--- src/rtl/lms_fir_engine_pkg.sv ---
// rtl/lms_fir_engine_pkg.sv - lms_pkg: FSM states, Q1.15 limits and saturation helpers.
// Shared by the LMS FIR engine top and its tap MAC.
package lms_pkg;

  typedef enum logic [1:0] {
    IDLE = 2'd0,
    MAC  = 2'd1,
    DONE = 2'd2
  } state_e;

  localparam int     FRAC_DEF = 15;
  localparam longint Q15_MAX  = 64'sd32767;
  localparam longint Q15_MIN  = -64'sd32768;
  localparam longint Q31_MAX  = 64'sd2147483647;
  localparam longint Q31_MIN  = -64'sd2147483648;

  function automatic logic signed [15:0] sat16(input logic signed [63:0] v);
    if (v > Q15_MAX) return 16'sh7fff;
    if (v < Q15_MIN) return 16'sh8000;
    return v[15:0];
  endfunction

  function automatic logic signed [31:0] sat32(input logic signed [63:0] v);
    if (v > Q31_MAX) return 32'sh7fff_ffff;
    if (v < Q31_MIN) return 32'sh8000_0000;
    return v[31:0];
  endfunction

endpackage

--- src/rtl/lms_fir_engine_if.sv ---
// rtl/lms_fir_engine_if.sv - start/sample/result handshake between the ANC core and the LMS FIR engine.
// The core drives the master side; the engine takes the slave side.
interface lms_fir_engine_if;

  logic               fir_go;
  logic signed [31:0] sample_in;
  logic signed [31:0] weight_adjust;
  logic signed [31:0] fir_out;
  logic               fir_done;
  logic               busy;

  modport master (
    output fir_go, sample_in, weight_adjust,
    input  fir_out, fir_done, busy
  );

  modport slave (
    input  fir_go, sample_in, weight_adjust,
    output fir_out, fir_done, busy
  );

endinterface

--- src/rtl/lms_fir_engine_tap_mac.sv ---
// rtl/lms_fir_engine_tap_mac.sv - combinational single-tap MAC and LMS weight update (leaky form under LMS_LEAK_EN).
// The engine time-multiplexes this one instance over all taps.
module lms_tap_mac
  import lms_pkg::*;
#(
  parameter int ACC_W = 40,
  parameter int FRAC  = FRAC_DEF
`ifdef LMS_LEAK_EN
  ,
  parameter int LEAK_SHIFT = 10
`endif
) (
  input  logic signed [15:0]      w_i,
  input  logic signed [15:0]      x_i,
  input  logic signed [15:0]      mue_i,
  input  logic signed [ACC_W-1:0] acc_i,
  output logic signed [ACC_W-1:0] acc_o,
  output logic signed [15:0]      w_o
);

  logic signed [31:0] prod;
  logic signed [31:0] adj;
  logic signed [63:0] w_sum;

  assign prod  = 32'(w_i) * 32'(x_i);
  assign adj   = (32'(mue_i) * 32'(x_i)) >>> FRAC;
  assign acc_o = acc_i + ACC_W'(prod);

`ifdef LMS_LEAK_EN
  // Leak term pulls every weight slowly toward zero before the gradient step.
  assign w_sum = 64'(w_i) - 64'(w_i >>> LEAK_SHIFT) + 64'(adj);
`else
  assign w_sum = 64'(w_i) + 64'(adj);
`endif

  assign w_o = sat16(w_sum);

endmodule

--- src/rtl/lms_fir_engine.sv ---
// rtl/lms_fir_engine.sv - adaptive LMS FIR stage, one tap per cycle; LMS_LEAK_EN selects leaky adaptation.
// Accepts fir_go in IDLE only and pulses fir_done TAPS+1 cycles later.
module lms_fir_engine
  import lms_pkg::*;
#(
  parameter int TAPS  = 16,
  parameter int FRAC  = FRAC_DEF,
  parameter int ACC_W = 40
`ifdef LMS_LEAK_EN
  ,
  parameter int LEAK_SHIFT = 10
`endif
) (
  input  logic              clk,
  input  logic              rst_n,
  lms_fir_engine_if.slave   bus
);

  localparam int IDX_W = (TAPS > 1) ? $clog2(TAPS) : 1;

  state_e                   state_q;
  logic [IDX_W-1:0]         idx_q;
  logic signed [15:0]       x_q [TAPS];
  logic signed [15:0]       w_q [TAPS];
  logic signed [ACC_W-1:0]  acc_q;
  logic signed [15:0]       mue_q;
  logic signed [31:0]       fir_out_q;
  logic                     fir_done_q;
  logic                     busy_q;

  logic signed [ACC_W-1:0]  acc_d;
  logic signed [15:0]       w_d;

  lms_tap_mac #(
    .ACC_W      (ACC_W),
    .FRAC       (FRAC)
`ifdef LMS_LEAK_EN
    ,
    .LEAK_SHIFT (LEAK_SHIFT)
`endif
  ) u_tap_mac (
    .w_i   (w_q[idx_q]),
    .x_i   (x_q[idx_q]),
    .mue_i (mue_q),
    .acc_i (acc_q),
    .acc_o (acc_d),
    .w_o   (w_d)
  );

  always_ff @(posedge clk or negedge rst_n) begin
    if (!rst_n) begin
      state_q    <= IDLE;
      idx_q      <= '0;
      acc_q      <= '0;
      mue_q      <= '0;
      fir_out_q  <= '0;
      fir_done_q <= 1'b0;
      busy_q     <= 1'b0;
      for (int i = 0; i < TAPS; i++) begin
        x_q[i] <= '0;
        w_q[i] <= '0;
      end
    end else begin
      fir_done_q <= 1'b0;
      case (state_q)
        IDLE: begin
          if (bus.fir_go) begin
            for (int i = TAPS - 1; i > 0; i--) begin
              x_q[i] <= x_q[i-1];
            end
            x_q[0]  <= sat16(64'(bus.sample_in));
            mue_q   <= sat16(64'(bus.weight_adjust >>> FRAC));
            acc_q   <= '0;
            idx_q   <= '0;
            busy_q  <= 1'b1;
            state_q <= MAC;
          end
        end
        MAC: begin
          acc_q      <= acc_d;
          w_q[idx_q] <= w_d;
          // The last tap's sum goes straight to the output so fir_done lands in the DONE cycle.
          if (idx_q == IDX_W'(TAPS - 1)) begin
            fir_out_q  <= sat32(64'(acc_d >>> FRAC));
            fir_done_q <= 1'b1;
            state_q    <= DONE;
          end else begin
            idx_q <= idx_q + 1'b1;
          end
        end
        DONE: begin
          busy_q  <= 1'b0;
          state_q <= IDLE;
        end
        default: state_q <= IDLE;
      endcase
    end
  end

  assign bus.fir_out  = fir_out_q;
  assign bus.fir_done = fir_done_q;
  assign bus.busy     = busy_q;

endmodule

--- src/flat_wrapper.sv ---
// flat-port wrapper written by rule: the top's interface ports become plain ports
module lms_fir_engine_flat import lms_pkg::*;
#(
  parameter int TAPS  = 16,
  parameter int FRAC  = FRAC_DEF,
  parameter int ACC_W = 40

)
  (clk, rst_n, bus_fir_go, bus_sample_in, bus_weight_adjust, bus_fir_out, bus_fir_done, bus_busy);
  lms_fir_engine_if bus_i ();
  input  logic clk;
  input  logic rst_n;
  input wire logic [$bits(bus_i.fir_go)-1:0] bus_fir_go;
  input wire logic [$bits(bus_i.sample_in)-1:0] bus_sample_in;
  input wire logic [$bits(bus_i.weight_adjust)-1:0] bus_weight_adjust;
  output wire logic [$bits(bus_i.fir_out)-1:0] bus_fir_out;
  output wire logic [$bits(bus_i.fir_done)-1:0] bus_fir_done;
  output wire logic [$bits(bus_i.busy)-1:0] bus_busy;
  assign bus_i.fir_go = bus_fir_go;
  assign bus_i.sample_in = bus_sample_in;
  assign bus_i.weight_adjust = bus_weight_adjust;
  assign bus_fir_out = bus_i.fir_out;
  assign bus_fir_done = bus_i.fir_done;
  assign bus_busy = bus_i.busy;
  lms_fir_engine #(.TAPS(TAPS), .FRAC(FRAC), .ACC_W(ACC_W)) u_core (.clk(clk), .rst_n(rst_n), .bus(bus_i));
endmodule
--- config.mk ---
export PLATFORM = sky130hd
export DESIGN_NAME = lms_fir_engine_flat
export DESIGN_NICKNAME = d
export VERILOG_FILES = /design/src/rtl/lms_fir_engine_pkg.sv /design/src/rtl/lms_fir_engine_if.sv /design/src/rtl/lms_fir_engine_tap_mac.sv /design/src/rtl/lms_fir_engine.sv /design/src/flat_wrapper.sv
export SDC_FILE = /design/constraint.sdc
export NUM_CORES = 2
export LEC_CHECK = 0
export ABC_AREA = 1
export ABC_CLOCK_PERIOD_IN_PS = 10600
export BUFFER_PORTS_ARGS = -buffer_cell sky130_fd_sc_hd__buf_4
export CAP_MARGIN = 20
export CORE_AREA = 3 3 323 325
export DETAILED_ROUTE_END_ITERATION = 10
export DIE_AREA = 0 0 326 328
export GPL_TIMING_DRIVEN = 0
export PLACE_DENSITY_LB_ADDON = 0.12
export SYNTH_ARGS = -nofsm -noshare
export SYNTH_HDL_FRONTEND = slang
export SYNTH_SLANG_ARGS = --single-unit
--- constraint.sdc ---
create_clock -name clk -period 10.6 [get_ports clk]
set_clock_uncertainty 0.15 [all_clocks]
set_input_delay 0.53 -clock clk [delete_from_list [all_inputs] [get_ports clk]]
set_output_delay 0.53 -clock clk [all_outputs]
set_load 0.1 [all_outputs]
==> impl_metrics.tcl <==
set metrics [dict create \
    yosys_most_used_dff "dfrtp_1" \
    cts.path.max_buffers 3 \
    ys_ff_latch 602 \
    cpMaxStageDelayCell "fa_1" \
    worst_skew_pair.late_latency_ns 0.66 \
    async_reset_ff_frac 1.00 \
    finalMaxSlewViolations 0 \
    fp.coreArea_um2 102000 \
    setup_violations 0 \
    placement_rows 117 \
    status "completed" \
    holdPathStages 3 \
    syn_nets 7155 \
    drt_pre_antenna_iters 6 \
    cp-end-kind "flop" \
    tritoncts "done" \
    die_outline_area_um2 107000 \
    routed_vias 44100 \
    flow.area_growth_from_synthesis_pct 11.6 \
    mostFrequentLayoutCell "nand2_1" \
    number_of_synthesized_flops_with_an_enable_pin 0 \
    die_w_um 326 \
    hpwl_um 135000 \
    cts_root_buffer "clkbuf_16" \
    die_height_um 328 \
    type_of_the_worst_min_delay_path "in2reg" \
    globalRoute.totalOverflow 0 \
    ys_warn_count 0 \
    regToRegEndpoint "u_core.w_q[43]" \
    finalCriticalPeriod_ns 10.17 \
    hold_violations 0 \
    post-route-period-util 0.959 \
    grt_antenna_before_repair 4 \
    critPathMaxStageDelay_ns 0.56 \
    grt_max_degree 117 \
    number_of_global_route_vias_before_repair 44100 \
    finish.utilization 0.555 \
    worst_pin_slew_ns 1.27 \
    mean_instance_size_in_the_synthesized_netlist_um2 8.05 \
    final_area_um2 56500 \
    rsz0062_at_grt "no" \
    cell_count_final_fillers_out 7918 \
    setup_tns_ns 0 \
    worstSetupPathType "reg2reg" \
    synthesis.area_um2 50600 \
    reg2reg_setup_slack_ns 0.43 \
    holdPathEnd "u_core.mue_q[4]" \
    placed_area_um2 53100 \
    finalWirelength_um 176000 \
    cts_inserted_buffers 73 \
    relSlewSlack 0.151 \
    floorplan.initialDensity 0.497 \
    beginning_of_the_worst_hold_path "bus_weight_adjust[19]" \
    routed_wire_length_per_instance_um 22.2 \
    clkSlewWorstSetupHoldPaths_ns 0.06 \
    drt.antenna.violating_nets 0 \
    timing.critical_path.mode_cell "nand2_1" \
    critPathMaxFanout 10 \
    depth_of_the_cts_h_tree 3 \
    placedCellCount 7741 \
    arrival_ns 10.56 \
    synthCells 6281 \
    grt.total_usage 0.332 \
    synth_cell_type_count 53 \
    worst_reg2reg_path_depth 45 \
    port_buffers 85 \
    clkSinkCount 602 \
    worstReg2RegStart "u_core.idx_q[0]" \
    nets 7375 \
    max_cap_viol_count 0 \
    grt_first_pass_wirelength_um 270000 \
    detail_route.vias_per_cell 5.57 \
    most_used_cells_in_the_layout_excluding_fill_and_tap_cells "nand2_1, inv_1, dfrtp_1" \
    boundaryPins 101 \
    dr.first_iter.drc_count 4493 \
    sequential_cell_area_fraction_in_the_yosys_report 0.298 \
    crit_required_ns 10.99 \
    startpoint_type "flop" \
    maximum_operating_frequency_mhz 98.4 \
    drc_errors 0 \
    routabilityCongestion 0.960 \
    drive_above_1_share 0.0730 \
]
how the worst max path moves through the flow:
| stage | start | end | slack, ns | depth (start not counted) |
|---|---|---|---|---|
| global route | u_core.idx_q[1] | u_core.w_q[137] | 0.005 | 50 |
| floorplan | u_core.idx_q[0] | u_core.w_q[34] | 2.00 | 51 |
| CTS | u_core.idx_q[1] | u_core.w_q[149] | 0.0007 | 46 |
| finish | u_core.idx_q[0] | u_core.w_q[43] | 0.43 | 45 |
| global placement | u_core.idx_q[1] | u_core.w_q[69] | -0.49 | 46 |
| detailed placement | u_core.idx_q[1] | u_core.w_q[149] | -0.60 | 46 |
cells by family (layout without fill, tap and decap cells):
family | count (synthesis) | count (layout) | share of synthesized area
other | 0 | 1 | 0
AOI/OAI and AO/OA | 913 | 913 | 0.0962
and+or+nand+nor | 2652 | 2652 | 0.209
xor gates and xnor gates | 49 | 49 | 0.00863
adders and majority gates | 807 | 807 | 0.287
DFF | 602 | 602 | 0.298
buffers and inverters | 1258 | 1526 | 0.100
stage by stage:
| step | hold slack [ns] | worst slack (ns) |
|---|---|---|
| floorplan | 0.0844 | 2.00 |
| global placement | 0.306 | -0.493 |
| detailed placement | 0.310 | -0.604 |
| CTS | 0.00176 | 0.000673 |
| global route | 0.0310 | 0.00479 |
| finish | 0.0303 | 0.434 |
repair_timing:
item	4_1_cts	5_1_grt
endpoints found under the hold margin	103	0
endpoints found under the setup margin	250	255
hold buffers	24	0
buffers inserted	11	21
pin swaps	5	12
gates resized for setup	45	106
synth_stat cells, types with 3 or more instances:
cell type  count  area share
nand2_1     1871        0.14
nor2_1       521       0.039
o211ai_1       3     0.00045
xnor2_1       25      0.0043
nand2_4       18      0.0040
clkinv_1      25      0.0019
a21o_1         5     0.00074
fa_1         592        0.23
buf_6         13      0.0029
a21oi_1      217       0.021
o21ai_1        3     0.00030
clkbuf_1     151       0.011
a31oi_1       16      0.0020
nand4_1       31      0.0038
buf_2         79      0.0078
o21ai_0      540       0.053
o21a_1         8      0.0012
dfrtp_1      602        0.30
nor2_2         4     0.00049
inv_1        919       0.068
o221ai_1       3     0.00052
xor2_1        23      0.0040
a22oi_1       15      0.0022
a22o_1         5     0.00087
buf_4         26      0.0039
buf_12         4      0.0016
nand4_2       14      0.0035
nor3_1         8     0.00079
ha_1         215       0.053
buf_1         26      0.0019
or2_2         10      0.0012
o21bai_1       5     0.00074
nand3_1      152       0.015
o22ai_1       79      0.0098
nor4_1        11      0.0014
inv_2         15      0.0011
nand3b_1       6     0.00089
registers in the layout, summed over array words and instances, names as in the netlist:
signal and count:
u_core.idx_q 4, u_core.bus.busy 1, u_core.w_q 256, u_core.bus.fir_done 1, u_core.x_q 256, u_core.bus.fir_out 26
u_core.mue_q 16, u_core.acc_q 40, u_core.state_q 2
routing by layer:
metal	share of wire	global-route usage	vias to the layer above	routed length, µm
met4	0.042	0.120	0	7450
met5	0	0	-	0
met1	0.43	0.474	22000	75000
met3	0.084	0.0531	354	14800
li1	-	-	19800	-
met2	0.45	0.516	1949	78200
critical path: cells and delay by family (launching register included):
kind	cells	cell delay [ns]
xor gates and xnor gates	1	0.36
buffers and inverters	14	2.24
and+or+nand+nor	15	1.71
adders and majority gates	8	3.83
AOI/OAI and AO/OA	7	1.30
DFF	1	0.42
cell type report:
class / count / area (µm²)
clock inverter: 22 / 322
buffer: 296 / 1630
timing repair buffer: 148 / 1340
fill: 9669 / 45300
clock buffer: 101 / 2140
multi-input combinational: 4421 / 30600
antenna: 1 / 2.50
sequential: 602 / 15100
tap: 1368 / 1710
inverter: 959 / 3640
Power is not shown: default switching activity piles up to over one toggle a cycle in this logic, so the estimate is an artifact.
